`src/rtl/hypercorex_csr_master_pkg.sv`:
```
`default_nettype none
// ============================================================================
// Module      : hypercorex_csr_master_pkg
// Description : Shared types for the Hypercorex CSR master: FSM state
//               encoding, latched command record and the poll compare rule.
// Revision    : 1.0 - initial release
// ============================================================================
package hypercorex_csr_master_pkg;

   // Field widths of the latched command record; the master's width
   // parameters default to these values and must match them.
   localparam int unsigned CSR_DATA_W = 32;
   localparam int unsigned CSR_ADDR_W = 32;

   typedef enum logic [2:0] {
      IDLE = 3'd0,
      REQ  = 3'd1,
      RSP  = 3'd2,
      GAP  = 3'd3,
      OUT  = 3'd4
   } state_e;

   typedef struct packed {
      logic                  write;
      logic                  poll;
      logic [CSR_ADDR_W-1:0] addr;
      logic [CSR_DATA_W-1:0] data;
      logic [CSR_DATA_W-1:0] mask;
   } cmd_t;

   // Poll succeeds when the masked response equals the masked expected value.
   function automatic logic poll_match(
      input logic [CSR_DATA_W-1:0] rsp,
      input logic [CSR_DATA_W-1:0] data,
      input logic [CSR_DATA_W-1:0] mask
   );
      return ((rsp & mask) == (data & mask));
   endfunction

endpackage
`default_nettype wire

```
`src/rtl/hypercorex_csr_master.sv`:
```
`default_nettype none
// ============================================================================
// Module      : hypercorex_csr_master
// Description : Initiator end of the Hypercorex CSR req/rsp interface.
//               Accepts one write / read / poll-read command at a time,
//               issues CSR requests and returns read results on a
//               valid/ready port.
// Revision    : 1.0 - initial release
// ============================================================================
module hypercorex_csr_master
   import hypercorex_csr_master_pkg::*;
#(
   parameter int unsigned CsrDataWidth = CSR_DATA_W,
   parameter int unsigned CsrAddrWidth = CSR_ADDR_W,
   parameter int unsigned PollMax      = 256,
   parameter int unsigned PollGap      = 4,
   parameter int unsigned CntWidth     = 16
) (
   input  logic                    clk_i,
   input  logic                    rst_ni,
   // command port
   input  logic                    cmd_valid_i,
   output logic                    cmd_ready_o,
   input  logic                    cmd_write_i,
   input  logic                    cmd_poll_i,
   input  logic [CsrAddrWidth-1:0] cmd_addr_i,
   input  logic [CsrDataWidth-1:0] cmd_data_i,
   input  logic [CsrDataWidth-1:0] cmd_mask_i,
   // CSR request channel
   output logic [CsrDataWidth-1:0] csr_req_data_o,
   output logic [CsrAddrWidth-1:0] csr_req_addr_o,
   output logic                    csr_req_write_o,
   output logic                    csr_req_valid_o,
   input  logic                    csr_req_ready_i,
   // CSR response channel
   input  logic [CsrDataWidth-1:0] csr_rsp_data_i,
   input  logic                    csr_rsp_valid_i,
   output logic                    csr_rsp_ready_o,
   // read result port
   output logic [CsrDataWidth-1:0] rd_data_o,
   output logic                    rd_timeout_o,
   output logic                    rd_valid_o,
   input  logic                    rd_ready_i,
   // status
   output logic                    busy_o,
   output logic [CntWidth-1:0]     txn_count_o
);

   // Attempt counter must hold PollMax; gap counter keeps one bit even when
   // PollGap is zero so the declaration stays legal.
   localparam int unsigned PCW = $clog2(PollMax + 1);
   localparam int unsigned GCW = (PollGap > 0) ? $clog2(PollGap + 1) : 1;

   localparam logic [PCW-1:0] c_poll_last = PCW'(PollMax);
   localparam logic [GCW-1:0] c_gap_load  = GCW'(PollGap);
   localparam logic [GCW-1:0] c_gap_one   = GCW'(1);

   state_e                  r_state;
   state_e                  w_state_nxt;
   cmd_t                    r_cmd;
   logic [PCW-1:0]          r_poll_cnt;
   logic [GCW-1:0]          r_gap_cnt;
   logic [CsrDataWidth-1:0] r_rd_data;
   logic                    r_rd_timeout;
   logic [CntWidth-1:0]     r_txn_cnt;

   logic                    w_match;
   logic [PCW-1:0]          w_poll_cnt_inc;
   logic                    w_poll_last;

   assign w_match        = poll_match(csr_rsp_data_i, r_cmd.data, r_cmd.mask);
   assign w_poll_cnt_inc = r_poll_cnt + 1'b1;
   assign w_poll_last    = (w_poll_cnt_inc == c_poll_last);

   // Request fields come straight from the latched command so they hold
   // steady for as long as the responder stalls.
   assign csr_req_data_o  = r_cmd.data;
   assign csr_req_addr_o  = r_cmd.addr;
   assign csr_req_write_o = r_cmd.write;
   assign rd_data_o       = r_rd_data;
   assign rd_timeout_o    = r_rd_timeout;
   assign busy_o          = (r_state != IDLE);
   assign txn_count_o     = r_txn_cnt;

   // State register; async reset abandons any transaction in flight.
   always_ff @(posedge clk_i or negedge rst_ni) begin
      if (!rst_ni) begin
         r_state <= IDLE;
      end else begin
         r_state <= w_state_nxt;
      end
   end

   // Next-state decode and handshake outputs.
   always_comb begin
      w_state_nxt     = r_state;
      cmd_ready_o     = 1'b0;
      csr_req_valid_o = 1'b0;
      csr_rsp_ready_o = 1'b0;
      rd_valid_o      = 1'b0;
      case (r_state)
         IDLE: begin
            cmd_ready_o = 1'b1;
            if (cmd_valid_i) w_state_nxt = REQ;
         end
         REQ: begin
            csr_req_valid_o = 1'b1;
            if (csr_req_ready_i) w_state_nxt = RSP;
         end
         RSP: begin
            csr_rsp_ready_o = 1'b1;
            if (csr_rsp_valid_i) begin
               if (r_cmd.write) begin
                  w_state_nxt = IDLE;
               end else if (!r_cmd.poll || w_match || w_poll_last) begin
                  w_state_nxt = OUT;
               end else if (PollGap == 0) begin
                  w_state_nxt = REQ;
               end else begin
                  w_state_nxt = GAP;
               end
            end
         end
         GAP: begin
            if (r_gap_cnt == c_gap_one) w_state_nxt = REQ;
         end
         OUT: begin
            rd_valid_o = 1'b1;
            if (rd_ready_i) w_state_nxt = IDLE;
         end
         default: w_state_nxt = IDLE;
      endcase
   end

   // Command latch, poll/gap counters, result capture and transaction count.
   always_ff @(posedge clk_i or negedge rst_ni) begin
      if (!rst_ni) begin
         r_cmd        <= '0;
         r_poll_cnt   <= '0;
         r_gap_cnt    <= '0;
         r_rd_data    <= '0;
         r_rd_timeout <= 1'b0;
         r_txn_cnt    <= '0;
      end else begin
         case (r_state)
            IDLE: begin
               if (cmd_valid_i) begin
                  r_cmd.write <= cmd_write_i;
                  r_cmd.poll  <= cmd_poll_i & ~cmd_write_i;
                  r_cmd.addr  <= cmd_addr_i;
                  r_cmd.data  <= cmd_data_i;
                  r_cmd.mask  <= cmd_mask_i;
                  r_poll_cnt  <= '0;
               end
            end
            RSP: begin
               if (csr_rsp_valid_i) begin
                  r_txn_cnt  <= r_txn_cnt + 1'b1;
                  r_poll_cnt <= w_poll_cnt_inc;
                  r_gap_cnt  <= c_gap_load;
                  // Write responses carry nothing useful; keep the last result.
                  if (!r_cmd.write) begin
                     r_rd_data    <= csr_rsp_data_i;
                     r_rd_timeout <= r_cmd.poll & ~w_match & w_poll_last;
                  end
               end
            end
            GAP: begin
               r_gap_cnt <= r_gap_cnt - 1'b1;
            end
            default: ;
         endcase
      end
   end

endmodule
`default_nettype wire

```
`config.mk`:
```
export PLATFORM = sky130hd
export DESIGN_NAME = hypercorex_csr_master
export DESIGN_NICKNAME = d
export VERILOG_FILES = /design/src/rtl/hypercorex_csr_master_pkg.sv /design/src/rtl/hypercorex_csr_master.sv
export SDC_FILE = /design/constraint.sdc
export NUM_CORES = 1
export LEC_CHECK = 0
export CAP_MARGIN = 5
export CORE_MARGIN = 8
export CORE_UTILIZATION = 47
export CTS_BUF_LIST = sky130_fd_sc_hd__clkbuf_4
export DETAILED_ROUTE_END_ITERATION = 7
export PLACE_DENSITY = 0.87
export SKIP_CTS_REPAIR_TIMING = 1
export SLEW_MARGIN = 20
export SYNTH_ARGS = -nofsm -noshare
export SYNTH_HDL_FRONTEND = slang
export SYNTH_SLANG_ARGS = --single-unit
```
`constraint.sdc`:
```
create_clock -name clk_i -period 2 [get_ports clk_i]
set_input_delay 0.3 -clock clk_i [delete_from_list [all_inputs] [get_ports clk_i]]
set_output_delay 0.3 -clock clk_i [all_outputs]
set_load 0.005 [all_outputs]
```
==> results.sh <==
export IMPL_status="complete, no violations"
export IMPL_crit_path_start_kind="flip-flop"
export IMPL_hold_viol=0
export IMPL_syn_avg_cell_area_um2=13.46
export IMPL_rows=46
export IMPL_antenna_found_initial=1
export IMPL_grt_max_degree=55
export IMPL_ys_ff_latch=162
export IMPL_drt_initial_drc_count=298
export IMPL_powerDensity_nw_per_um2=1379
export IMPL_fin_area_um2=10260
export IMPL_power_frac_comb_pct=44.9
export IMPL_cts_root_buf="clkbuf_4"
export IMPL_tightest_slew_ns=0.4750
export IMPL_skew_ns=0.02854
export IMPL_power_leakage_uw=0.004470
export IMPL_met2_usage_pct=37.23
export IMPL_fmax_ghz=0.5268
export IMPL_areaGrowthSynthToFinish_pct=36.89
export IMPL_critPathMaxStageDelay_ns=0.45
export IMPL_ios=255
export IMPL_use_met3_pct=7.716
export IMPL_finalSetupViolCount=0
export IMPL_clock_power_share_pct=14.0
export IMPL_place_gp_congestion=0.8413
export IMPL_max_cap_violations=0
export IMPL_ir_worst_vdd_v=0.0008993
export IMPL_clk_latency_ns=0.55
export IMPL_p_int_uw=9648
export IMPL_switchingPower_uw=4511
export IMPL_grt_pass1_vias=5787
export IMPL_rr_startpoint="csr_req_data_o[16]$_DFFE_PN0P_"
export IMPL_core_um2=15710
export IMPL_yosys_warnings=0
export IMPL_top_usage_layer="met2"
export IMPL_rsz0062_at_grt="no"
export IMPL_cts_buffers=17
export IMPL_r2r_end="r_state[0]$_DFFE_PN0P_"
export IMPL_hold_class="in2async"
export IMPL_async_flop_share_pct=100.0
export IMPL_crit_path_cell_trace="xor2_1 > a22oi_1 > nand4_1 > nor4_2 > buf_4 > o22ai_1"
export IMPL_via_per_inst=5.115
export IMPL_finish_utilization_pct=65.33
export IMPL_slew_viol_final=0
export IMPL_tns_ns=0
export IMPL_holdWs_ns=0.2361
export IMPL_synth_edf_count=0
export IMPL_seq_area_frac_synth_pct=54.06
export IMPL_period_share_pct=94.91
export IMPL_dpl_hpwl_um=15650
export IMPL_die_area_um2=20250
export IMPL_syn_area_um2=7498
export IMPL_portBuffers=254
export IMPL_grt_use_total_pct=20.23
export IMPL_fp_dieH_um=142.3
export IMPL_ys_types=37
export IMPL_clkSinkCount=162
export IMPL_ys_flop_type="dfrtp_1"
export IMPL_worstSetupEndpointType="flip-flop"
export IMPL_dpl_cell_area_um2=9853
export IMPL_syn_nets=697
export IMPL_met1_usage_pct=20.15
export IMPL_p_sw_share_pct=31.86
export IMPL_die_w_um=142.3
export IMPL_path_max_fanout=4
export IMPL_htreeDepth=4
export IMPL_critPathArrivalTime_ns=2.32
export IMPL_drive_above_1_share_pct=25.73
export IMPL_vias=5130
export IMPL_worstPathRequired_ns=2.42
export IMPL_clkTransAtPathRegs_ns=0.15
export IMPL_critPathKind="reg2reg"
export IMPL_first_pass_iters=4
export IMPL_cts_tree="done"
export IMPL_rr_worst_depth=6
export IMPL_final_nets=912
export IMPL_p_total_uw=14160
export IMPL_grt_pass1_wl_um=31300
export IMPL_cp_slowest_cell="dfrtp_1"
export IMPL_overflow=0
export IMPL_postRouteAntennaNets=0
export IMPL_clock_path_buffers=2
export IMPL_routed_wl_um=20360
export IMPL_crit_family="simple AND/OR/NAND/NOR gates"
export IMPL_path_buf_inv=1
export IMPL_drc=0
export IMPL_syn_inst=557
export IMPL_rrSetupSlack_ns=0.10
export IMPL_seqPwrFrac_pct=41.1
export IMPL_initial_core_util_pct=47.72
export IMPL_period_needed_ns=1.898
export IMPL_relSlewSlack_pct=68.34
export IMPL_wl_per_cell_um=20.30
synthesized netlist by cell type (all sizes together) (2+ instances only):
| library cell | number | area [um2] |
|---|---|---|
| and3 | 3 | 18.77 |
| and2 | 4 | 25.02 |
| buf | 82 | 648.1 |
| nor2 | 11 | 41.29 |
| a21oi | 5 | 25.02 |
| a22oi | 18 | 135.1 |
| nand3 | 11 | 55.05 |
| nand4 | 9 | 77.57 |
| mux2 | 129 | 1558 |
| nor4 | 2 | 12.51 |
| xor2 | 38 | 332.8 |
| nand2 | 20 | 75.07 |
| nor3 | 3 | 30.03 |
| a31oi | 2 | 12.51 |
| o21ai | 17 | 85.08 |
| inv | 7 | 26.28 |
| dfrtp | 162 | 4054 |
| o22ai | 3 | 18.77 |
| ha | 4 | 50.05 |
| xnor2 | 10 | 87.58 |
| o31ai | 2 | 15.01 |
| nand2b | 2 | 12.51 |
| nor3b | 3 | 22.52 |
| nor2b | 2 | 12.51 |
logic make-up (layout without fill, tap and decap cells):
logic type,after synthesis,in the layout,share of synthesized area [%]
compound gates,49,49,4.138
xor+xnor,48,48,5.606
fa+ha+maj,4,4,0.6675
buf+inv,90,318,9.044
flops,162,162,54.06
mux,129,129,20.77
other cells,0,2,0
simple gates,75,75,5.707
power by group through the flow:
stage	Clock, uW	Sequential [uW]	Combinational (uW)
2_1_floorplan	0	5560	3970
3_3_place_gp	0	5760	6100
3_5_place_dp	0	5860	6310
4_1_cts	2020	5830	6340
5_1_grt	2150	6010	6800
6_report	1980	5820	6360
layer usage:
layer  vias up  part of all wire, %
met5         -                    0
met4         0                  2.3
met3        32                  8.0
met2       197                   54
met1      2582                   36
li1       2319                    -
worst max path at each step:
stage,from,endpoint,slack [ns],cells past startpoint
6_report,csr_req_data_o[16]$_DFFE_PN0P_,r_state[0]$_DFFE_PN0P_,0.10,6
5_1_grt,r_state[0]$_DFFE_PN0P_,r_poll_cnt[4]$_DFFE_PN0P_,0.03,6
2_1_floorplan,r_state[0]$_DFFE_PN0P_,csr_req_addr_o[0]$_DFFE_PN0P_,0.32,6
4_1_cts,r_state[0]$_DFFE_PN0P_,csr_rsp_ready_o,-0.28,2
3_5_place_dp,csr_rsp_data_i[16],r_state[1]$_DFFE_PN0P_,-0.33,7
3_3_place_gp,csr_rsp_data_i[22],r_state[0]$_DFFE_PN0P_,-0.37,7
state kept, by name (all words and copies together), names as in the netlist:
name,count
r_cmd,33
csr_req_addr_o,32
csr_req_data_o,32
rd_data_o,32
txn_count_o,16
r_poll_cnt,9
r_gap_cnt,3
r_state,3
csr_req_write_o,1
rd_timeout_o,1
cells in the final DEF (no fill, tap or decap), drive strengths merged, types with 2 or more instances in the layout:
master / n
clkinv: 6
nor3b: 3
clkinvlp: 2
a21oi: 5
xnor2: 10
o31ai: 2
nor3: 3
nand4: 9
nor4: 2
and2: 4
buf: 24
ha: 4
dfrtp: 162
diode: 2
nor2b: 2
clkbuf: 19
inv: 11
nand3: 11
dlymetal6s2s: 5
a22oi: 18
nand2: 20
xor2: 38
nor2: 11
o22ai: 3
bufinv: 2
mux2: 129
nand2b: 2
and3: 3
o21ai: 17
clkdlybuf4s50: 248
a31oi: 2
metrics by stage:
stage	worst slack (ns)	cells
after floorplan	0.3237	557
after global placement	-0.3685	959
after detailed placement	-0.3310	959
after CTS	-0.2776	991
after global routing	0.03153	1003
final	0.1017	1003
cell type report:
class / count / area (um2)
clock inverter: 14 / 153.9
multi-input combinational: 305 / 2796
antenna: 2 / 5.005
fill: 1145 / 5448
timing repair buffer: 279 / 2819
sequential: 162 / 4059
tap: 216 / 270.3
inverter: 7 / 26.28
clock buffer: 18 / 135.1
Power figures use the tool's default switching activity.
